## config.mk

```make
export PLATFORM = sky130hd
export DESIGN_NAME = synch_count_ctrl
export DESIGN_NICKNAME = d
export VERILOG_FILES = /design/src/rtl/synch_count_ctrl_pkg.sv /design/src/rtl/synch_count_ctrl.sv
export SDC_FILE = /design/constraint.sdc
export NUM_CORES = 1
export LEC_CHECK = 0
export ABC_AREA = 1
export CORE_AREA = 2 2 53 50
export DETAILED_ROUTE_END_ITERATION = 12
export DIE_AREA = 0 0 55 52
export PLACE_DENSITY = 0.74
export REMOVE_ABC_BUFFERS = 1
export SLEW_MARGIN = 30
export SYNTH_ARGS = -nofsm -noshare
export SYNTH_HDL_FRONTEND = slang
export SYNTH_SLANG_ARGS = --single-unit
```

## constraint.sdc

```tcl
create_clock -name clk -period 1.6 [get_ports clk]
set_input_delay 0.48 -clock clk [delete_from_list [all_inputs] [get_ports clk]]
set_output_delay 0.48 -clock clk [all_outputs]
set_load 0.02 [all_outputs]
```

## src/rtl/synch_count_ctrl_pkg.sv

```systemverilog
// Shared constants for the JK counter sequencing controller:
// FSM state encodings, mode encodings and a small state-decode helper.
package synch_count_ctrl_pkg;

    localparam logic [1:0] ST_IDLE = 2'd0;
    localparam logic [1:0] ST_ARM  = 2'd1;
    localparam logic [1:0] ST_RUN  = 2'd2;
    localparam logic [1:0] ST_DONE = 2'd3;

    localparam logic MODE_ONESHOT  = 1'b0;
    localparam logic MODE_PERIODIC = 1'b1;

    // An interval is in flight while arming or counting.
    function automatic logic state_is_busy(input logic [1:0] st);
        return (st == ST_ARM) || (st == ST_RUN);
    endfunction

endpackage

```

## src/rtl/synch_count_ctrl.sv

```systemverilog
// Sequencing controller for the 4-bit JK synchronous counter datapath.
// Clears the counter for one cycle at the start of every interval, enables
// counting until the counter reaches the latched terminal value, then either
// stops (one-shot) or re-arms with the same limit (periodic). Each completed
// interval produces a one-cycle done pulse and bumps a wrapping tally.
module synch_count_ctrl
    import synch_count_ctrl_pkg::*;
#(
    parameter int WIDTH  = 4,
    parameter int PCNT_W = 8
) (
    input  logic              clk,
    input  logic              clear,
    input  logic              start,
    input  logic              stop,
    input  logic              pause,
    input  logic              mode,
    input  logic [WIDTH-1:0]  limit,
    input  logic [WIDTH-1:0]  cnt_q,
    output logic              cnt_en,
    output logic              cnt_clr_n,
    output logic              done,
    output logic              busy,
    output logic [PCNT_W-1:0] periods
);

    logic [1:0]        r_state;
    logic [1:0]        w_next_state;
    logic [WIDTH-1:0]  r_limit;
    logic              r_mode;
    logic              r_clr_n;
    logic              r_done;
    logic              r_busy;
    logic [PCNT_W-1:0] r_periods;

    logic              w_terminal;
    logic              w_complete;
    logic              w_latch;

    // Counter has reached the programmed terminal value while running.
    assign w_terminal = (r_state == ST_RUN) && (cnt_q == r_limit);
    // An interval only completes if neither stop nor a restart overrides it.
    assign w_complete = w_terminal & ~stop & ~start;
    // limit/mode are captured only on a start that stop does not override.
    assign w_latch    = start & ~stop;

    // Count enable is combinational so stop and pause gate it in the same cycle.
    assign cnt_en = (r_state == ST_RUN) & ~pause & ~stop & (cnt_q != r_limit);

    assign cnt_clr_n = r_clr_n;
    assign done      = r_done;
    assign busy      = r_busy;
    assign periods   = r_periods;

    // Next-state selection with priority stop > start > terminal.
    always_comb begin
        w_next_state = r_state;
        if (stop) begin
            w_next_state = ST_IDLE;
        end else if (start) begin
            w_next_state = ST_ARM;
        end else begin
            case (r_state)
                ST_IDLE: w_next_state = ST_IDLE;
                ST_ARM:  w_next_state = ST_RUN;
                ST_RUN: begin
                    if (w_terminal) begin
                        if (r_mode == MODE_PERIODIC) begin
                            w_next_state = ST_ARM;
                        end else begin
                            w_next_state = ST_DONE;
                        end
                    end else begin
                        w_next_state = ST_RUN;
                    end
                end
                ST_DONE: w_next_state = ST_DONE;
                default: w_next_state = ST_IDLE;
            endcase
        end
    end

    // State register and start-time capture of limit and mode.
    always_ff @(posedge clk or negedge clear) begin
        if (!clear) begin
            r_state <= ST_IDLE;
            r_limit <= {WIDTH{1'b0}};
            r_mode  <= MODE_ONESHOT;
        end else begin
            r_state <= w_next_state;
            if (w_latch) begin
                r_limit <= limit;
                r_mode  <= mode;
            end else begin
                r_limit <= r_limit;
                r_mode  <= r_mode;
            end
        end
    end

    // Registered datapath clear: low for exactly the ARM cycle, and held low in reset.
    always_ff @(posedge clk or negedge clear) begin
        if (!clear) begin
            r_clr_n <= 1'b0;
        end else begin
            r_clr_n <= ~(w_next_state == ST_ARM);
        end
    end

    // Registered status outputs: done pulse, busy flag and wrapping interval tally.
    always_ff @(posedge clk or negedge clear) begin
        if (!clear) begin
            r_done    <= 1'b0;
            r_busy    <= 1'b0;
            r_periods <= {PCNT_W{1'b0}};
        end else begin
            r_done <= w_complete;
            r_busy <= state_is_busy(w_next_state);
            if (w_complete) begin
                r_periods <= r_periods + {{(PCNT_W-1){1'b0}}, 1'b1};
            end else begin
                r_periods <= r_periods;
            end
        end
    end

endmodule

```

==> Word level (Yosys, flattened, before mapping) <==
Cells that the tools add are included.
W data, S select, Z words.
{ "classes": {"add_sub_neg": 1, "mul": 0, "div": 0, "magnitude_cmp": 0, "eq_ne": 7, "n_shift": 0, "muxes": 5, "n_bitwise": 10, "reduce_logical": 3} }
{ "op_table": {"columns": ["operator", "n"], "rows": [
  ["$add A8 B1 Y8 const B", 1],
  ["$mux W2", 4],
  ["$pmux W2 S4", 1],
  ["$and A1 B1 Y1", 6],
  ["$eq A2 B2 Y1 const B", 3],
  ["$eq A2 B1 Y1 const B", 2],
  ["$eq A4 B4 Y1", 1],
  ["$ne A4 B4 Y1", 1],
  ["$not A1 Y1", 4],
  ["$logic_not A2 Y1", 1],
  ["$logic_and A1 B1 Y1", 1],
  ["$logic_or A1 B1 Y1", 1]
]} }
{ "totals": {"regBits": 18, "latch_bits": 0, "ram_bits": 0, "romBits": 0, "in_bits": 14, "out_inout_bits": 12, "elab_cells": 33, "mem_count": 0} }

==> Longest topological paths before layout <==
Gate-level depths: netlist of run 1.
{ "depth": {"depth_word": 8, "ltp_mapped": 10, "ltp_nobuf": 10} }

==> Least setup slack after synthesis of run 1 <==
No wires, ideal clock.
{ "synth_path": {"kind": "input port to output port", "from": "input stop", "to": "output cnt_en", "arrival_ns": 1.175, "t_required_ns": 1.120, "path_slack_ns": -0.055, "cell_stages": 4, "path_buffers": 0, "cell_sequence": "inv_2 nand2_1 or2_2 nor2_1"} }
{ "synth_via": {"elab_chain_len": 3} }
{ "synth_lines": {"columns": ["element", "line_no", "source"], "rows": [
  ["start, declared", "synch_count_ctrl.sv:15", "input logic stop,"],
  ["$not A1 Y1", "synch_count_ctrl.sv:48", "assign cnt_en = (r_state == ST_RUN) & ~pause & ~stop & (cnt_q != r_limit);"],
  ["$and A1 B1 Y1 (2 in series)", "synch_count_ctrl.sv:48", null],
  ["end, declared", "synch_count_ctrl.sv:20", "output logic cnt_en,"]
]} }
No other way between the ends.

==> Worst setup path in the final report of run 1 <==
{ "layout_path": {"from": "input cnt_q[2]", "to": "output cnt_en"} }
{ "layout_via": {"elab_chain_len": 2} }
{ "layout_lines": {"columns": ["element", "line_no", "source"], "rows": [
  ["start, declared", "synch_count_ctrl.sv:19", "input logic [WIDTH-1:0] cnt_q,"],
  ["$ne A4 B4 Y1", "synch_count_ctrl.sv:48", null],
  ["$and A1 B1 Y1", "synch_count_ctrl.sv:48", null]
]} }
No other way between the ends.

==> results.md, run 1 <==
Run:
- Across the run, the number of max-cap violations was 0.

Pwr:
- The worst-case IR drop observed on VDD is 0.476 mV.
- For this design the ratio of total power to cell area is 683 nW/µm².
- The share of total power consumed by net switching is 0.293.
- The fraction of power consumed by the clock network is 0.273.
- In this run the static leakage power is 0.000899 µW.
- For this design the total switching power over the nets is 312 µW.
- The internal power is 755 µW.
- The completed layout was analyzed and its total power is 1070 µW.
- The share of total power dissipated in combinational logic is 0.260.
- The power share of the sequential group is 0.468.

Clocking:
- The clock drives 18 sinks.
- After clock tree synthesis, the clock-pin slew on the worst setup and hold paths is 120 ps.
- The tree is rooted in a sky130_fd_sc_hd__clkbuf_4.
- The later-pin clock latency in the skew report is 300 ps.
- After clock tree synthesis, the flow added hold-fix buffers numbering 0.
- The TritonCTS clock tree is done.
- The CTS buffer count is 3.
- The deepest level of the CTS H-tree is 1.
- The maximum number of buffers from clock root to sink is 2.

GRT:
- The remaining global-route overflow is 0.
- The number of antenna violations at the first check in global routing is 0.
- In the global route stage, overall resource usage came out at 0.201.
- Entering global routing, the biggest net connects 19 pins.
- The first global-routing pass estimated 4170 µm of wire.
- The number of global-route vias before repair is 1,040.

Final layout:
- The filler cell count in the final layout is 222.
- The multi-input combinational cells in the finished layout cover a total of 538 µm².
- The sequential cells in the finished layout cover a total of 450 µm².
- 0 antenna diodes ended up in the layout.
- At the end of the flow, the number of nets in the layout was 203.
- Of the cells placed in the final design, the portion with a size suffix greater than 1 is 0.312.
- The layout-stage area growth over the synthesis result is 52.8%.

Die:
- The initial core utilization is 0.437.
- Measured along the y axis, the die boundary spans 52 µm.
- The die outline area is 2860 µm².
- The die span in x is 55 µm.
- The total area inside the core boundary comes to 2340 µm².
- The initialized floorplan defines 17 standard-cell rows.
- The I/O pin count is 26.

Logic synthesis:
- The top flip-flop cell by instance count after synthesis is sky130_fd_sc_hd__dfrtp_1.
- Of the synthesized area, sequential elements account for 0.441.
- The share of flip-flops with an asynchronous set or reset is 1.00.
- The count of synthesis-stage warnings from yosys is 0.
- The combined area of all synthesized cells is 1020 µm².
- Yosys attributes the largest share of cell area to sky130_fd_sc_hd__dfrtp_1 44%, sky130_fd_sc_hd__nand2_1 18%, sky130_fd_sc_hd__inv_1 6.6%.
- By count the netlist is led by 50 x sky130_fd_sc_hd__nand2_1, 18 x sky130_fd_sc_hd__dfrtp_1, 18 x sky130_fd_sc_hd__inv_1.
- The number of synthesized register bits is 18.
- The post-synthesis cell type with the largest combined area is sky130_fd_sc_hd__dfrtp_1.
- By instance count, the leading cell after synthesis is sky130_fd_sc_hd__nand2_1.
- The average cell area after synthesis is 7.74 µm².
- The fraction of synthesized cell area taken by the top area cell type is 0.441.
- Counting flops with a built-in enable in the synthesized netlist gives 0.
- The netlist uses 22 different library cells.
- The synthesized instance count is 132.

Worst setup path:
- The worst setup path is of the input pin to output port kind.
- The kind of end point of the critical path is an output port.
- STA classifies the critical path startpoint as an input pin.
- At the worst endpoint, the required time is 1120 ps.
- The arrival time at the worst endpoint is 1330 ps.
- Walking the worst path, the cells encountered are dlygate4sd2_1 -> inv_1 -> nand2_1 -> nand2_2 -> nor2_4 -> nand2_2 -> nand2_4 -> nor2_4 -> buf_6.
- The critical-path maximum fanout is 2.
- For this design, the slowest cell found on the critical path is sky130_fd_sc_hd__dlygate4sd2_1.
- On the worst path, the slowest cell contributes a delay of 250 ps.

Timing:
- Hold timing on the final database bottoms out at a slack of 513 ps.
- After layout, the minimum clock period comes to 1810 ps.
- The total count of hold-check failures in the final report came to 0.
- Of the available clock period, the critical path in the final layout requires 1.13.
- The worst pin sits at a relative slew slack of 0.796.
- The final worst setup slack is -209 ps.
- The number of setup violations in the final report is 1.
- For the pin with the worst max-slew slack, the measured transition is 304 ps.
- The count of final max-slew check failures is 0.
- The highest clock frequency the design can meet is 553 MHz.
- On the final layout, the worst clock skew is 10.3 ps.
- Setup repair after global routing could not meet its margin everywhere.

Worst hold path:
- The type of the worst min-delay path is input pin to async pin.

Route:
- The violation count after the first detailed-routing iteration is 19.
- The remaining routing DRC violations is 0.
- The total via count after detailed routing is 1,013.
- Dividing the detail-routed wire length by the instance count gives 11.4 µm.
- The sum of routed wire length over all layers is 2440 µm.
- The via density per instance is 4.73.
- The pre-antenna-repair detailed-routing pass consisted of 4 iterations.
- The post-detailed-route count of antenna-violating nets is 0.

Place:
- The wire-length estimate of the detail-placed layout is 1770 µm.
- The routability congestion estimate from global placement is 0.746.
- The count of input and output buffers is 25.
- Prior to clock tree synthesis, the placed netlist has a worst setup slack of -928 ps.

Run status:
- The final reports fail on setup timing.
- The run finished, with violations left.
worst paths after layout:
check                                start         end  slack, ps  depth (start not counted)
min in group clk                periods[7]  periods[7]        550                          2
worst max register to register  r_limit[3]        busy        130                          9
max in group asynchronous            clear  r_limit[2]        880                          2
worst min register to register  periods[7]  periods[7]        550                          2
worst min-delay path                 clear      r_mode        510                          2
worst max-delay path              cnt_q[2]      cnt_en       -210                          9
cell families (layout without fill, tap and decap cells):
| kind of cell | after synthesis | in the layout | synth area share |
|---|---|---|---|
| adders and majority gates | 2 | 2 | 0.0245 |
| DFF | 18 | 18 | 0.441 |
| AOI/OAI and AO/OA | 6 | 6 | 0.0294 |
| xor gates and xnor gates | 3 | 3 | 0.0257 |
| buffers and inverters | 20 | 74 | 0.0734 |
| and+or+nand+nor | 82 | 82 | 0.395 |
| muxes | 1 | 1 | 0.0110 |
routing by layer:
metal / share of wire / GRT usage
met2: 0.52 / 0.379
met3: 0.048 / 0.0259
met5: 0 / 0
met1: 0.42 / 0.226
met4: 0.013 / 0.0610
layout make-up:
cell class                      count  share of cell area
Sequential cell                    18               0.288
Multi-Input combinational cell     94               0.345
Timing Repair Buffer               50               0.273
Tap cell                           28              0.0224
Clock buffer                        4              0.0232
Inverter                           20              0.0481
cell usage in the layout (no fill, tap or decap), types with 2 or more instances in the layout:
master                            instances
sky130_fd_sc_hd__nand2_1                 41
sky130_fd_sc_hd__nand2_2                 10
sky130_fd_sc_hd__xor2_1                   2
sky130_fd_sc_hd__buf_4                   25
sky130_fd_sc_hd__nand3b_1                 2
sky130_fd_sc_hd__a21oi_1                  4
sky130_fd_sc_hd__clkbuf_4                 3
sky130_fd_sc_hd__dlygate4sd2_1           13
sky130_fd_sc_hd__nor2_4                   4
sky130_fd_sc_hd__nand4_1                  3
sky130_fd_sc_hd__dfrtp_1                 18
sky130_fd_sc_hd__inv_2                    4
sky130_fd_sc_hd__clkdlybuf4s50_1          7
sky130_fd_sc_hd__nand3_1                  7
sky130_fd_sc_hd__nor2_2                   2
sky130_fd_sc_hd__clkdlybuf4s15_1          2
sky130_fd_sc_hd__inv_1                   16
sky130_fd_sc_hd__ha_1                     2
sky130_fd_sc_hd__nor2_1                   7
worst max-delay path, delay by kind of cell:
kind	cells	cell delay [ps]
buffers and inverters	3	430
AND/OR/NAND/NOR	6	430
sequential cells by signal, summed over array words and instances (netlist names):
signal / cells
done: 1
r_mode: 1
r_state: 2
r_limit: 4
busy: 1
periods: 8
cnt_clr_n: 1
through the flow:
step                      instance area, µm²   util  std cells  setup TNS (ps)
after floorplan                         1020      -        132           -54.8
after global placement                  1460  0.623        205           -3450
after detailed placement                1460  0.623        205           -4220
after CTS                               1520  0.651        211            -216
after global routing                    1560  0.667        214            -291
final                                   1560  0.667        214            -209
power groups by stage:
stage	combinational, µW	clock, µW	sequential [µW]
final	277	291	499
after floorplan	102	0	516
after detailed placement	242	0	506
after global placement	234	0	504
after global routing	305	314	502
after CTS	257	296	498
timing repair:
item                       CTS  global route
hold endpoints to repair     0             0
pin swaps                    8             8
gates resized for setup     37             6
setup buffers                2             3
setup endpoints to repair   14             2
(Power assumes the default switching activity.)
==> run 2: changes to the inputs <==
- ABC_CLOCK_PERIOD_IN_PS: not set -> 1600
- PLACE_DENSITY: 0.74 -> 0.81
==> run 2 against run 1 <==
Against the previous run: the flow still finishes with violations (setup timing); sequential cell count did not move; global-route usage rose by 0.65 points; via count rose by 11%; largest cell class unchanged; largest power group unchanged.
==> results.md, run 2 (synthesis results as in run 1) <==
Run status:
- Result of the run: finished with violations (unchanged).
- Violations in the final reports: setup timing (unchanged).

Place:
- The total placed cells including tap cells is 205 (unchanged).
- The count of input and output buffers is 25 (unchanged).
- The routability congestion estimate from global placement is 0.840 (was 0.746).
- The area after detailed placement is 1460 µm² (unchanged).
- The post-detailed-placement half-perimeter wirelength is 1760 µm (was 1770 µm).

Clocking:
- The number of sinks on the clock net is 18 (unchanged).
- The clock tree root buffer cell is sky130_fd_sc_hd__clkbuf_4 (unchanged).
- The TritonCTS clock tree was done (unchanged).
- The deepest level of the CTS H-tree is 1 (unchanged).
- The maximum number of buffers from clock root to sink is 2 (unchanged).
- The clock transition time at the flip-flop clock pins of the worst setup and hold paths was 120 ps (about the same).
- The later-pin clock latency in the skew report is 300 ps (about the same).
- The CTS buffer count is 3 (unchanged).

Final layout:
- The layout net count is 216 (was 203).
- The count of inserted antenna diode cells is 0 (unchanged).
- The area taken by flip-flops and latches is 450 µm² (unchanged).
- The layout-stage area growth over the synthesis result is 67.1% (was 52.8%).
- The final cell count without fillers came to 227 (was 214).
- The area of combinational cells with multiple inputs was 578 µm² (was 538 µm²).
- The number of flip-flops in the largest register is 8 (unchanged).
- The cell area after layout is 1710 µm² (was 1560 µm²).
- Commonest cells after routing, fill and taps aside: 40 x sky130_fd_sc_hd__nand2_1, 35 x sky130_fd_sc_hd__buf_4, 18 x sky130_fd_sc_hd__dfrtp_1, 16 x sky130_fd_sc_hd__inv_1, 11 x sky130_fd_sc_hd__dlygate4sd2_1 (was 41 x sky130_fd_sc_hd__nand2_1, 25 x sky130_fd_sc_hd__buf_4, 18 x sky130_fd_sc_hd__dfrtp_1, 16 x sky130_fd_sc_hd__inv_1, 13 x sky130_fd_sc_hd__dlygate4sd2_1).
- The share of final-layout standard cells stronger than drive strength 1 was 0.382 (was 0.312).
- The most common cell after layout, fill and taps aside is sky130_fd_sc_hd__nand2_1 (unchanged).
- The filler cell count in the final layout was 178 (was 222).

Worst setup path:
- The launch point of the critical path was r_limit[1] (was cnt_q[2]).
- The critical-path maximum fanout is 3 (was 2).
- The classification of the worst setup path is flip-flop to output port (was input pin to output port).
- The cell count of the worst reg-to-reg path is 14 (was 9).
- The delay of the slowest critical-path stage came to 420 ps (was 250 ps).
- Ordered cell list for the critical path: nand2_1 -> nand2_2 -> nor2_4 -> nand2_2 -> nand2_4 -> nor2_4 -> buf_6 (was dlygate4sd2_1 -> inv_1 -> nand2_1 -> nand2_2 -> nor2_4 -> nand2_2 -> nand2_4 -> nor2_4 -> buf_6).
- The data required time at the worst endpoint is 1120 ps (about the same).
- The family with the most delay on the worst path was simple AND/OR/NAND/NOR gates (unchanged).
- The count of buffer and inverter cells on the critical path is 1 (was 3).
- The reg-to-reg setup timing slack is -160 ps (was 130 ps).
- The highest-delay cell along the critical path was sky130_fd_sc_hd__dfrtp_1 (was sky130_fd_sc_hd__dlygate4sd2_1).
- The launching point of the worst reg2reg path is r_limit[1] (was r_limit[3]).
- The arrival time at the worst endpoint was 1320 ps (was 1330 ps).
- The kind of end point of the critical path was an output port (unchanged).
- The startpoint class of the critical path is a flip-flop (was input pin).
- The end of the worst register-to-register path is busy (unchanged).

Route:
- The met2 wirelength from detailed routing came to 1470 µm (was 1280 µm).
- The total via count after detailed routing came to 1,126 (was 1,013).
- The uppermost metal layer occupied by signal nets is met4 (unchanged).
- The detailed-route wire length per cell was 12.8 µm (was 11.4 µm).
- The total routed wire length on the met1 layer is 1220 µm (was 1010 µm).
- The via density per instance is 4.96 (was 4.73).
- The remaining routing DRC violations came to 0 (unchanged).
- The post-detailed-route count of antenna-violating nets is 0 (unchanged).
- The sum of routed wire length over all layers came to 2900 µm (was 2440 µm).
- The detailed route wirelength on metal3 is 162 µm (was 117 µm).
- The violation count after the first detailed-routing iteration is 35 (was 19).
- The total iterations of the first detailed-routing run came to 5 (was 4).

Timing:
- The highest clock frequency the design can meet came to 555 MHz (was 553 MHz).
- The worst-case clock skew came to 7.02 ps (was 10.3 ps).
- The total count of hold-check failures in the final report came to 0 (unchanged).
- The count of final max-slew check failures is 0 (unchanged).
- The number of setup violations in the final report is 9 (was 1).
- The final worst setup slack is -200 ps (was -209 ps).
- The worst max-slew margin expressed relative to the limit is 0.797 (was 0.796).
- Setup repair after global routing missed its margin: true (unchanged).
- The setup total negative slack came to -1200 ps (was -209 ps).
- The final cycle utilization of the critical path came to 1.13 (about the same).
- The slew at the pin with the worst max-slew slack is 302 ps (was 304 ps).
- The time the final worst path needs with I/O delays and setup is 1800 ps (was 1810 ps).
- The worst hold slack across all endpoints was 496 ps (was 513 ps).

Die:
- The height of the chip is 52 µm (unchanged).
- The initial core utilization is 0.437 (unchanged).
- The die outline area was 2860 µm² (unchanged).
- The core footprint was 2340 µm² (unchanged).
- The I/O pin count was 26 (unchanged).
- The number of rows created at floorplan is 17 (unchanged).
- The die span in x is 55 µm (unchanged).

Pwr:
- The switching power was 342 µW (was 312 µW).
- The cell leakage power is 0.000974 µW (was 0.000899 µW).
- The share of total power consumed by net switching is 0.300 (was 0.293).
- The fraction of power consumed by the clock network is 0.259 (was 0.273).
- The total design power is 1140 µW (was 1070 µW).
- The internal power is 798 µW (was 755 µW).
- The worst vdd rail ir drop was 0.497 mV (was 0.476 mV).
- The power share of the sequential group is 0.437 (was 0.468).
- The power density of the placed cells is 667 nW/µm² (was 683 nW/µm²).
- The combinational group share of total power came to 0.304 (was 0.260).

GRT:
- The number of global-route vias before repair is 1,031 (was 1,040).
- The first-pass GRT wire length was 4240 µm (was 4170 µm).
- The all-layer global routing usage was 0.207 (was 0.201).
- The number of antenna violations at the first check in global routing is 0 (unchanged).
- The pin count of the biggest net entering global routing is 19 (unchanged).
- The remaining global-route overflow was 0 (unchanged).

Run:
- The max-cap violation count is 0 (unchanged).

Worst hold path:
- The type of the worst min-delay path is input pin to async pin (unchanged).
[run 2: changes by cell type in the layout (fill, tap and decap cells not counted), sizes merged]
cell,delta
buf,+13
clkbuf,+1
clkdlybuf4s15,+1
dlygate4sd2,-2
[run 2: how the worst max path moves through the flow]
stage	endpoint	cells after the start
2_1_floorplan	cnt_en	4
3_3_place_gp	cnt_en	6
3_5_place_dp	cnt_en	9
4_1_cts	cnt_en	4
5_1_grt	cnt_en	8
6_report	cnt_en	7
[run 2: through the flow]
| step | util | setup WS, ps |
|---|---|---|
| floorplan | - | -54.8 |
| global placement | 0.623 | -905 |
| detailed placement | 0.623 | -939 |
| CTS | 0.698 | -261 |
| global route | 0.730 | -256 |
| finish | 0.730 | -200 |
[run 2: cell type report]
class / count / area share
Multi-Input combinational cell: 94 / 0.338
Timing Repair Buffer: 63 / 0.312
Sequential cell: 18 / 0.264
Inverter: 20 / 0.0440
Tap cell: 28 / 0.0205
Clock buffer: 4 / 0.0212
[run 2: timing repair]
action,4_1_cts,5_1_grt
endpoints found under the setup margin,14,10
gates resized for setup,39,18
pin swaps,10,7
hold buffers,0,0
setup buffers,18,3
[run 2: power groups by stage]
stage | sequential [µW] | clock [µW] | combinational [µW]
6_report | 498 | 295 | 346
5_1_grt | 501 | 311 | 374
4_1_cts | 497 | 296 | 302
3_5_place_dp | 505 | 0 | 243
3_3_place_gp | 504 | 0 | 234
2_1_floorplan | 516 | 0 | 102
[run 2: metal layers]
metal	vias to the layer above	track usage
met1	519	0.248
li1	541	-
met4	0	0.0732
met5	-	0
met2	54	0.369
met3	12	0.0287
